File: config.mk
export PLATFORM = sky130hd
export DESIGN_NAME = game_sequencer_flat
export DESIGN_NICKNAME = d
export VERILOG_FILES = /design/src/rtl/game_sequencer_if.sv /design/src/rtl/game_sequencer.sv /design/src/flat_wrapper.sv
export SDC_FILE = /design/constraint.sdc
export NUM_CORES = 1
export LEC_CHECK = 0
export CAP_MARGIN = 0
export CORE_MARGIN = 2
export CORE_UTILIZATION = 40
export DETAILED_ROUTE_END_ITERATION = 7
export PLACE_DENSITY_LB_ADDON = 0.25
export REMOVE_ABC_BUFFERS = 1
export SLEW_MARGIN = 20
export SYNTH_ARGS = -nofsm -noshare
export SYNTH_HDL_FRONTEND = slang
export SYNTH_SLANG_ARGS = --single-unit
File: constraint.sdc
create_clock -name clk -period 7.7 [get_ports clk]
set_input_delay 1.925 -clock clk [delete_from_list [all_inputs] [get_ports clk]]
set_output_delay 1.925 -clock clk [all_outputs]
set_load 0.01 [all_outputs]
File: src/rtl/game_sequencer_if.sv
// game_sequencer_if
//   Bundles every game_sequencer signal except clk/rst.
//   Parameter SCORE_W sets the width of the score buses and must match the
//   SCORE_W of the game_sequencer instance it is connected to.
//
//   Signalling: there are no valid/ready pairs on this block. Every input is
//   a one-cycle strobe (or a level sampled alongside a strobe) that the
//   sequencer consumes at the posedge where it is high; it is never
//   back-pressured and never needs to be held. Every output is a registered
//   level that changes only at a posedge.
//
//   master : the environment (drives buttons, ticks and hits).
//   slave  : the sequencer (drives state, timer, scores and flags).
interface game_sequencer_if #(
  parameter int SCORE_W = 8
);
  logic               tick_1hz;
  logic               btn_start;
  logic               btn_pause;
  logic               btn_difficulty_pulse;
  logic [1:0]         difficulty_level_input;
  logic               hit_pulse;
  logic [2:0]         state;
  logic               enable_mole_ctrl;
  logic [1:0]         difficulty_level;
  logic [1:0]         active_player;
  logic [3:0]         round_num;
  logic [5:0]         time_left;
  logic [SCORE_W-1:0] player_score;
  logic [SCORE_W-1:0] best_score;
  logic [1:0]         best_player;
  logic               game_over;

  modport master (
    output tick_1hz, btn_start, btn_pause, btn_difficulty_pulse,
           difficulty_level_input, hit_pulse,
    input  state, enable_mole_ctrl, difficulty_level, active_player,
           round_num, time_left, player_score, best_score, best_player,
           game_over
  );

  modport slave (
    input  tick_1hz, btn_start, btn_pause, btn_difficulty_pulse,
           difficulty_level_input, hit_pulse,
    output state, enable_mole_ctrl, difficulty_level, active_player,
           round_num, time_left, player_score, best_score, best_player,
           game_over
  );
endinterface

File: src/rtl/game_sequencer.sv
// game_sequencer
//   Turn/round sequencer for a whack-a-mole style game: countdown, timed
//   play per player, cumulative per-player scores, best-score tracking and
//   game-over hold. The FSM state is visible on bus.state.
//
//   Ports:
//     clk  - sole clock
//     rst  - synchronous active-high reset (to IDLE, all outputs 0)
//     bus  - game_sequencer_if.slave: button/tick/hit strobes in;
//            state, time_left, round/player, scores, flags out
//
//   Optional feature: define GAME_SEQUENCER_PAUSE_EN to build the pause
//   toggle (PAUSED state). Without it btn_pause is ignored and PAUSED is
//   never entered.
//
//   Event priority in one cycle: btn_start > btn_pause > tick_1hz.
//   All outputs come straight from flops loaded with next-state values.
module game_sequencer #(
  parameter int COUNTDOWN_SEC = 5,
  parameter int GAME_SEC      = 30,
  parameter int N_PLAYERS     = 2,
  parameter int N_ROUNDS      = 3,
  parameter int SCORE_W       = 8
) (
  input logic              clk,
  input logic              rst,
  game_sequencer_if.slave  bus
);

  typedef enum logic [2:0] {
    S_IDLE      = 3'd0,
    S_COUNTDOWN = 3'd1,
    S_PLAYING   = 3'd2,
    S_PAUSED    = 3'd3,
    S_ROUND_END = 3'd4,
    S_GAME_OVER = 3'd5
  } state_t;

  state_t             state_q, state_d;
  logic [5:0]         time_q, time_d;
  // Four slots regardless of N_PLAYERS so a 2-bit player index is always in
  // range; slots at or above N_PLAYERS stay zero.
  logic [SCORE_W-1:0] score_q [4];
  logic [SCORE_W-1:0] score_d [4];
  logic [3:0]         round_q, round_d;
  logic [1:0]         player_q, player_d;
  logic [SCORE_W-1:0] best_q, best_d;
  logic [1:0]         best_p_q, best_p_d;
  logic [1:0]         diff_q, diff_d;
  logic [SCORE_W-1:0] pscore_q;
  logic               en_q;
  logic               over_q;
  logic               tick_play;

`ifdef GAME_SEQUENCER_PAUSE_EN
  // A pause request in PLAYING wins over a coincident tick.
  assign tick_play = bus.tick_1hz & ~bus.btn_pause;
`else
  logic unused_pause;
  assign unused_pause = bus.btn_pause;
  assign tick_play    = bus.tick_1hz;
`endif

  always_comb begin
    state_d  = state_q;
    time_d   = time_q;
    score_d  = score_q;
    round_d  = round_q;
    player_d = player_q;
    best_d   = best_q;
    best_p_d = best_p_q;
    diff_d   = diff_q;

    if (bus.btn_difficulty_pulse &&
        (state_q == S_IDLE || state_q == S_GAME_OVER))
      diff_d = bus.difficulty_level_input;

    if (bus.btn_start) begin
      state_d  = S_COUNTDOWN;
      time_d   = 6'(COUNTDOWN_SEC);
      for (int i = 0; i < 4; i++) score_d[i] = '0;
      round_d  = '0;
      player_d = '0;
      best_d   = '0;
      best_p_d = '0;
    end else begin
      case (state_q)
        S_IDLE: ;
        S_COUNTDOWN: begin
          if (bus.tick_1hz) begin
            if (time_q == 6'd1) begin
              state_d = S_PLAYING;
              time_d  = 6'(GAME_SEC);
            end else begin
              time_d = time_q - 6'd1;
            end
          end
        end
        S_PLAYING: begin
          // Hits are counted even on the expiring tick.
          if (bus.hit_pulse && (score_q[player_q] != '1))
            score_d[player_q] = score_q[player_q] + SCORE_W'(1);
`ifdef GAME_SEQUENCER_PAUSE_EN
          if (bus.btn_pause) state_d = S_PAUSED;
`endif
          if (tick_play) begin
            if (time_q == 6'd1) begin
              state_d = S_ROUND_END;
              time_d  = '0;
            end else begin
              time_d = time_q - 6'd1;
            end
          end
        end
`ifdef GAME_SEQUENCER_PAUSE_EN
        S_PAUSED: begin
          if (bus.btn_pause) state_d = S_PLAYING;
        end
`endif
        S_ROUND_END: begin
          // Strict '>' so a tie keeps the lower player index.
          best_d   = '0;
          best_p_d = '0;
          for (int i = 0; i < N_PLAYERS; i++) begin
            if (score_q[i] > best_d) begin
              best_d   = score_q[i];
              best_p_d = 2'(i);
            end
          end
          if (player_q < 2'(N_PLAYERS - 1)) begin
            player_d = player_q + 2'd1;
            state_d  = S_COUNTDOWN;
            time_d   = 6'(COUNTDOWN_SEC);
          end else if (round_q < 4'(N_ROUNDS - 1)) begin
            round_d  = round_q + 4'd1;
            player_d = '0;
            state_d  = S_COUNTDOWN;
            time_d   = 6'(COUNTDOWN_SEC);
          end else begin
            state_d = S_GAME_OVER;
          end
        end
        S_GAME_OVER: ;
        default: state_d = S_IDLE;
      endcase
    end
  end

  always_ff @(posedge clk) begin
    if (rst) begin
      state_q  <= S_IDLE;
      time_q   <= '0;
      for (int i = 0; i < 4; i++) score_q[i] <= '0;
      round_q  <= '0;
      player_q <= '0;
      best_q   <= '0;
      best_p_q <= '0;
      diff_q   <= '0;
      pscore_q <= '0;
      en_q     <= 1'b0;
      over_q   <= 1'b0;
    end else begin
      state_q  <= state_d;
      time_q   <= time_d;
      score_q  <= score_d;
      round_q  <= round_d;
      player_q <= player_d;
      best_q   <= best_d;
      best_p_q <= best_p_d;
      diff_q   <= diff_d;
      pscore_q <= score_d[player_d];
      en_q     <= (state_d == S_PLAYING);
      over_q   <= (state_d == S_GAME_OVER);
    end
  end

  assign bus.state            = state_q;
  assign bus.time_left        = time_q;
  assign bus.round_num        = round_q;
  assign bus.active_player    = player_q;
  assign bus.player_score     = pscore_q;
  assign bus.best_score       = best_q;
  assign bus.best_player      = best_p_q;
  assign bus.difficulty_level = diff_q;
  assign bus.enable_mole_ctrl = en_q;
  assign bus.game_over        = over_q;

endmodule

File: src/flat_wrapper.sv
// flat-port wrapper written by rule: the top's interface ports become plain ports
module game_sequencer_flat 
#(
  parameter int COUNTDOWN_SEC = 5,
  parameter int GAME_SEC      = 30,
  parameter int N_PLAYERS     = 2,
  parameter int N_ROUNDS      = 3,
  parameter int SCORE_W       = 8
)
  (clk, rst, bus_tick_1hz, bus_btn_start, bus_btn_pause, bus_btn_difficulty_pulse, bus_difficulty_level_input, bus_hit_pulse, bus_state, bus_enable_mole_ctrl, bus_difficulty_level, bus_active_player, bus_round_num, bus_time_left, bus_player_score, bus_best_score, bus_best_player, bus_game_over);
  game_sequencer_if #(.SCORE_W(SCORE_W)) bus_i ();
  input logic clk;
  input logic rst;
  input wire logic [$bits(bus_i.tick_1hz)-1:0] bus_tick_1hz;
  input wire logic [$bits(bus_i.btn_start)-1:0] bus_btn_start;
  input wire logic [$bits(bus_i.btn_pause)-1:0] bus_btn_pause;
  input wire logic [$bits(bus_i.btn_difficulty_pulse)-1:0] bus_btn_difficulty_pulse;
  input wire logic [$bits(bus_i.difficulty_level_input)-1:0] bus_difficulty_level_input;
  input wire logic [$bits(bus_i.hit_pulse)-1:0] bus_hit_pulse;
  output wire logic [$bits(bus_i.state)-1:0] bus_state;
  output wire logic [$bits(bus_i.enable_mole_ctrl)-1:0] bus_enable_mole_ctrl;
  output wire logic [$bits(bus_i.difficulty_level)-1:0] bus_difficulty_level;
  output wire logic [$bits(bus_i.active_player)-1:0] bus_active_player;
  output wire logic [$bits(bus_i.round_num)-1:0] bus_round_num;
  output wire logic [$bits(bus_i.time_left)-1:0] bus_time_left;
  output wire logic [$bits(bus_i.player_score)-1:0] bus_player_score;
  output wire logic [$bits(bus_i.best_score)-1:0] bus_best_score;
  output wire logic [$bits(bus_i.best_player)-1:0] bus_best_player;
  output wire logic [$bits(bus_i.game_over)-1:0] bus_game_over;
  assign bus_i.tick_1hz = bus_tick_1hz;
  assign bus_i.btn_start = bus_btn_start;
  assign bus_i.btn_pause = bus_btn_pause;
  assign bus_i.btn_difficulty_pulse = bus_btn_difficulty_pulse;
  assign bus_i.difficulty_level_input = bus_difficulty_level_input;
  assign bus_i.hit_pulse = bus_hit_pulse;
  assign bus_state = bus_i.state;
  assign bus_enable_mole_ctrl = bus_i.enable_mole_ctrl;
  assign bus_difficulty_level = bus_i.difficulty_level;
  assign bus_active_player = bus_i.active_player;
  assign bus_round_num = bus_i.round_num;
  assign bus_time_left = bus_i.time_left;
  assign bus_player_score = bus_i.player_score;
  assign bus_best_score = bus_i.best_score;
  assign bus_best_player = bus_i.best_player;
  assign bus_game_over = bus_i.game_over;
  game_sequencer #(.COUNTDOWN_SEC(COUNTDOWN_SEC), .GAME_SEC(GAME_SEC), .N_PLAYERS(N_PLAYERS), .N_ROUNDS(N_ROUNDS), .SCORE_W(SCORE_W)) u_core (.clk(clk), .rst(rst), .bus(bus_i));
endmodule
Word-level counts from Yosys, hierarchy flattened:

Index checks and enable logic that the tools add are counted.
Widths: inputs -> output; s select.

* flip-flop bits (word level): 69
* output and inout port bits: 37
* input port bits: 9

* add/sub/neg operators: 4
* magnitude comparators: 7
* bitwise gates (word level): 3
* reduce and logical (&&, ||, !) cells: 12
* muxes and demuxes: 37
* eq/ne operators: 14

Operator list (number)
* $mux 32: 3
* $mux 8: 9
* $mux 6: 6
* $bmux 8 s2: 2
* $bwmux 32: 1
* $mux 3: 8
* $pmux 6 s3: 1
* $demux 8 s2: 1
* $pmux 3 s4: 1
* $eq 3x3->1 const B: 3
* $add 8x1->8 const B: 1
* $gt 8x1->1 const B: 1
* $gt 8x8->1: 1
* $mux 2: 4
* $ne 8x8->1 const B: 1
* $reduce_and 4->1: 2
* $eq 3x2->1 const B: 2
* $eq 6x1->1 const B: 1
* $ge 3x3->1 const B: 2
* $ne 3x3->1 const B: 2
* $not 2->3: 2
* $sub 6x1->6 const B: 1
* $add 4x1->4 const B: 1
* $lt 4x2->1 const B: 1
* other kinds (16): 20

Longest topological paths before layout:

* depth in word-level cells: 12
* mapped depth: 12
* gate-level depth less buffers: 9

Worst setup path after synthesis:

No wires, ideal clock.

* path kind: input -> register
* from: input bus_hit_pulse
* to: register u_core.pscore_q[7], in the netlist u_core.bus.player_score[7]
* arrival: 3.437 ns
* stages on the path: 7
* setup time: 0.125 ns
* slack: 4.138 ns
* path buffers: 1
* cells stage by stage: nor4bb_1 -> nand2_1 -> a41oi_4 -> buf_2 -> nand2_1 -> a32oi_1 -> o22ai_1

* word-level cells in the longest chain between the ends: 7

RTL lines
* start, declared: RTL line flat_wrapper.sv:19 `input wire logic [$bits(bus_i.hit_pulse)-1:0] bus_hit_pulse;`
* $logic_and 1x1->1: RTL line game_sequencer.sv:101 `if (bus.hit_pulse && (score_q[player_q] != '1))`
* $mux 32: RTL line game_sequencer.sv:101
* $mux 32: RTL line game_sequencer.sv:87 `case (state_q)`
* $mux 32: RTL line game_sequencer.sv:78 `if (bus.btn_start) begin`
* $bmux 8 s2: RTL line game_sequencer.sv:171 `pscore_q <= score_d[player_d];`
* $mux 8 (not written as such) (2 in series): RTL line game_sequencer.sv:171
* end signal, assigned: RTL line game_sequencer.sv:171
* end, declared: RTL line game_sequencer.sv:50 `logic [SCORE_W-1:0] pscore_q;`

Every way passes these cells. The select of a mux whose other input is x is not followed.
A chain may end at the register's enable or synchronous reset.

Worst setup path after layout:

* from: input bus_hit_pulse
* to: register u_core.pscore_q[5], in the netlist u_core.bus.player_score[5]

The elaborated chain is that of the path after synthesis.

==> impl_metrics.json <==
{
  "nets": 481,
  "drv_cap": 0,
  "syn2layout_area_growth_pct": 18.3,
  "ys.warnings.count": 0,
  "cts_buffers": 9,
  "grt_pass1_wl_um": 15400,
  "ir_drop_mv": 0.0873,
  "final_antenna_net_count": 0,
  "portBuffers": 43,
  "ys_types": 67,
  "crit_buf_inv": 1,
  "ys_seq_area_frac": 0.356,
  "cts_tree": "built",
  "track_usage": 0.193,
  "htree_num_levels": 3,
  "synth_flop_cell": "dfxtp_1",
  "num_antenna_cells": 0,
  "cts_resized": 0,
  "synth_seq_cells": 68,
  "slew_headroom": 0.380,
  "power_density_nw_per_um2": 162,
  "grt_max_degree": 40,
  "drv_slew": 0,
  "period_share": 0.581,
  "p_total_uw": 733,
  "synth-simple-area-share": 0.178,
  "hold_viol_final": 0,
  "first_pass_iters": 4,
  "hpwl_um": 6470,
  "synth_top_family_by_area": "compound AO/OA/AOI/OAI gates",
  "worstHoldPathType": "reg -> reg",
  "cts.sinks": 68,
  "async_reset_ff_frac": 0,
  "clk_path_buf_depth": 2,
  "start_util": 0.414,
  "num-fill-cells": 858,
  "post_cts_buffers": 0,
  "path_max_fanout": 16,
  "p_leak_nw": 1.53,
  "setup_viol": 0,
  "die_h_um": 102,
  "crit_chain": "clkdlybuf4s50_1 -> nor4bb_1 -> nand2_1 -> a41oi_4 -> mux2i_1 -> o32a_1 -> o211ai_1 -> o41ai_1",
  "insertion_delay_ns": 0.35,
  "overflow": 0,
  "worst_pin_slew_ns": 0.927,
  "synth_edf_count": 0,
  "mostFrequentLayoutCells": "68 x dfxtp_1, 65 x nor2_1, 43 x clkdlybuf4s50_1, 31 x a21oi_1, 27 x nand2_1",
  "drt_iter0_drc": 235,
  "crit_required_ns": 7.91,
  "antenna_found_initial": 0,
  "core-area_sq_um": 9240,
  "end_kind": "flip-flop",
  "rsz0062_at_grt": "no",
  "finClkSkew_ns": 0.0134,
  "holdBufCountCts": 0,
  "synth_compound_area_frac": 0.206,
  "row_count": 35,
  "dieArea_sq_um": 10400,
  "setup_tns_ns": 0,
  "synthCells": 424,
  "status": "completed",
  "period_minus_slack_ns": 4.48,
  "clock-root-buffer": "clkbuf_8",
  "wirelength_um": 9550,
  "viasPerCell": 5.41,
  "final_common_cell": "dfxtp_1",
  "yosys.area_share.xor_xnor": 0.0222,
  "synthAdderAreaFrac": 0.0556,
  "pin_count": 46,
  "die_w_um": 102,
  "syn_area_per_cell_sq_um": 9.02,
  "grt_pass1_vias": 3033,
  "cts.clk_slew.worst_paths_ns": 0.07,
  "routedWlPerCell_um": 16.2,
  "cp.arrival_ns": 4.69,
  "drc": 0,
  "place.gp.congestion": 0.831,
  "slowest_stage": "nor4bb_1",
  "vias": 3184,
  "synth_area_sq_um": 3830,
  "worstSetupStartpointType": "input port",
  "synth.area.mux_share": 0.123,
  "critPathMaxStageDelay_ns": 0.67,
  "drive_gt1_frac": 0.113,
  "worstSetupPathType": "in -> reg",
  "critical-path-top-delay-family": "compound AO/OA/AOI/OAI gates",
  "max_freq_ghz": 0.223
}
-- registers in the layout, indices dropped and copies added (netlist names), 2 cells and up --
signal,flops
u_core.bus.state,3
u_core.bus.player_score,8
u_core.bus.active_player,2
u_core.bus.time_left,6
u_core.bus.best_score,8
u_core.bus.difficulty_level,2
u_core.score_q,32
u_core.bus.round_num,4
-- Yosys cell counts (3+ instances only) --
cell type,instances,area [sq um]
inv_1,18,67.6
nand2b_1,4,25.0
and2_1,5,31.3
nor2_1,65,244
buf_2,4,20.0
dfxtp_1,68,1360
clkbuf_1,12,45.0
buf_4,7,52.6
a211oi_1,15,113
a21o_1,3,22.5
buf_6,3,33.8
xnor2_1,5,43.8
mux2i_1,25,250
a31oi_1,3,18.8
o32ai_1,4,35.0
and3_1,5,31.3
mux2_2,3,33.8
nand3_1,4,20.0
o21ai_0,18,90.1
ha_1,17,213
mux4_2,6,135
a21oi_1,31,155
nor3_1,12,60.1
nand2_1,27,101
a41oi_4,3,82.6
or2_2,3,18.8
nand3b_1,3,22.5
-- cell families after synthesis --
kind of cell / count (synthesis)
other cells: 1
fa+ha+maj: 17
flops: 68
buf+inv: 45
mux: 36
xor+xnor: 8
simple gates: 143
compound gates: 106
-- metrics by stage --
step / std cells / hold WS (ns) / util / instance area, sq um / worst slack, ns
2_1_floorplan: 397 / 0.442 / - / 3670 / 3.94
3_3_place_gp: 572 / 0.453 / 0.464 / 4290 / 2.84
3_5_place_dp: 572 / 0.462 / 0.464 / 4290 / 2.87
4_1_cts: 588 / 0.470 / 0.489 / 4520 / 3.21
5_1_grt: 589 / 0.496 / 0.490 / 4530 / 2.92
6_report: 589 / 0.473 / 0.490 / 4530 / 3.22
-- final timing paths --
kind                                    start                          to  slack [ns]  cells after the start
hold / removal              u_core.score_q[9]           u_core.score_q[9]        0.47                      2
setup reg to reg  u_core.bus.active_player[1]  u_core.bus.player_score[5]        3.99                      9
hold reg to reg             u_core.score_q[9]           u_core.score_q[9]        0.47                      2
setup / recovery                bus_hit_pulse  u_core.bus.player_score[5]        3.22                      8
-- tightest hold or removal path, stage by stage, from the launching register on --
cell and delay (ns):
dfxtp_1 0.32, nand2_1 0.06, a21oi_1 0.05
-- metal layers --
metal / global-route usage / share of wire
met4: 0.0717 / 0.017
met1: 0.257 / 0.47
met3: 0.0345 / 0.045
met2: 0.313 / 0.47
met5: 0 / 0
-- power by group --
| group | internal, mW | switching (mW) | leakage [nW] | total [mW] |
|---|---|---|---|---|
| clock network | 0.191 | 0.143 | 0.116 | 0.334 |
| logic | 0.0184 | 0.0220 | 0.868 | 0.0404 |
| registers | 0.354 | 0.00411 | 0.549 | 0.358 |
| total | 0.564 | 0.169 | 1.53 | 0.733 |
-- area by class of cell --
type,instances,area [sq um],area share
inverter,18,67.6,0.0149
timing repair buffer,47,464,0.103
clock buffer,10,138,0.0304
multi-input combinational,311,2250,0.497
tap,129,161,0.0356
clock inverter,6,87.6,0.0193
sequential,68,1360,0.301
No activity file was read; power rests on OpenSTA's default activity.
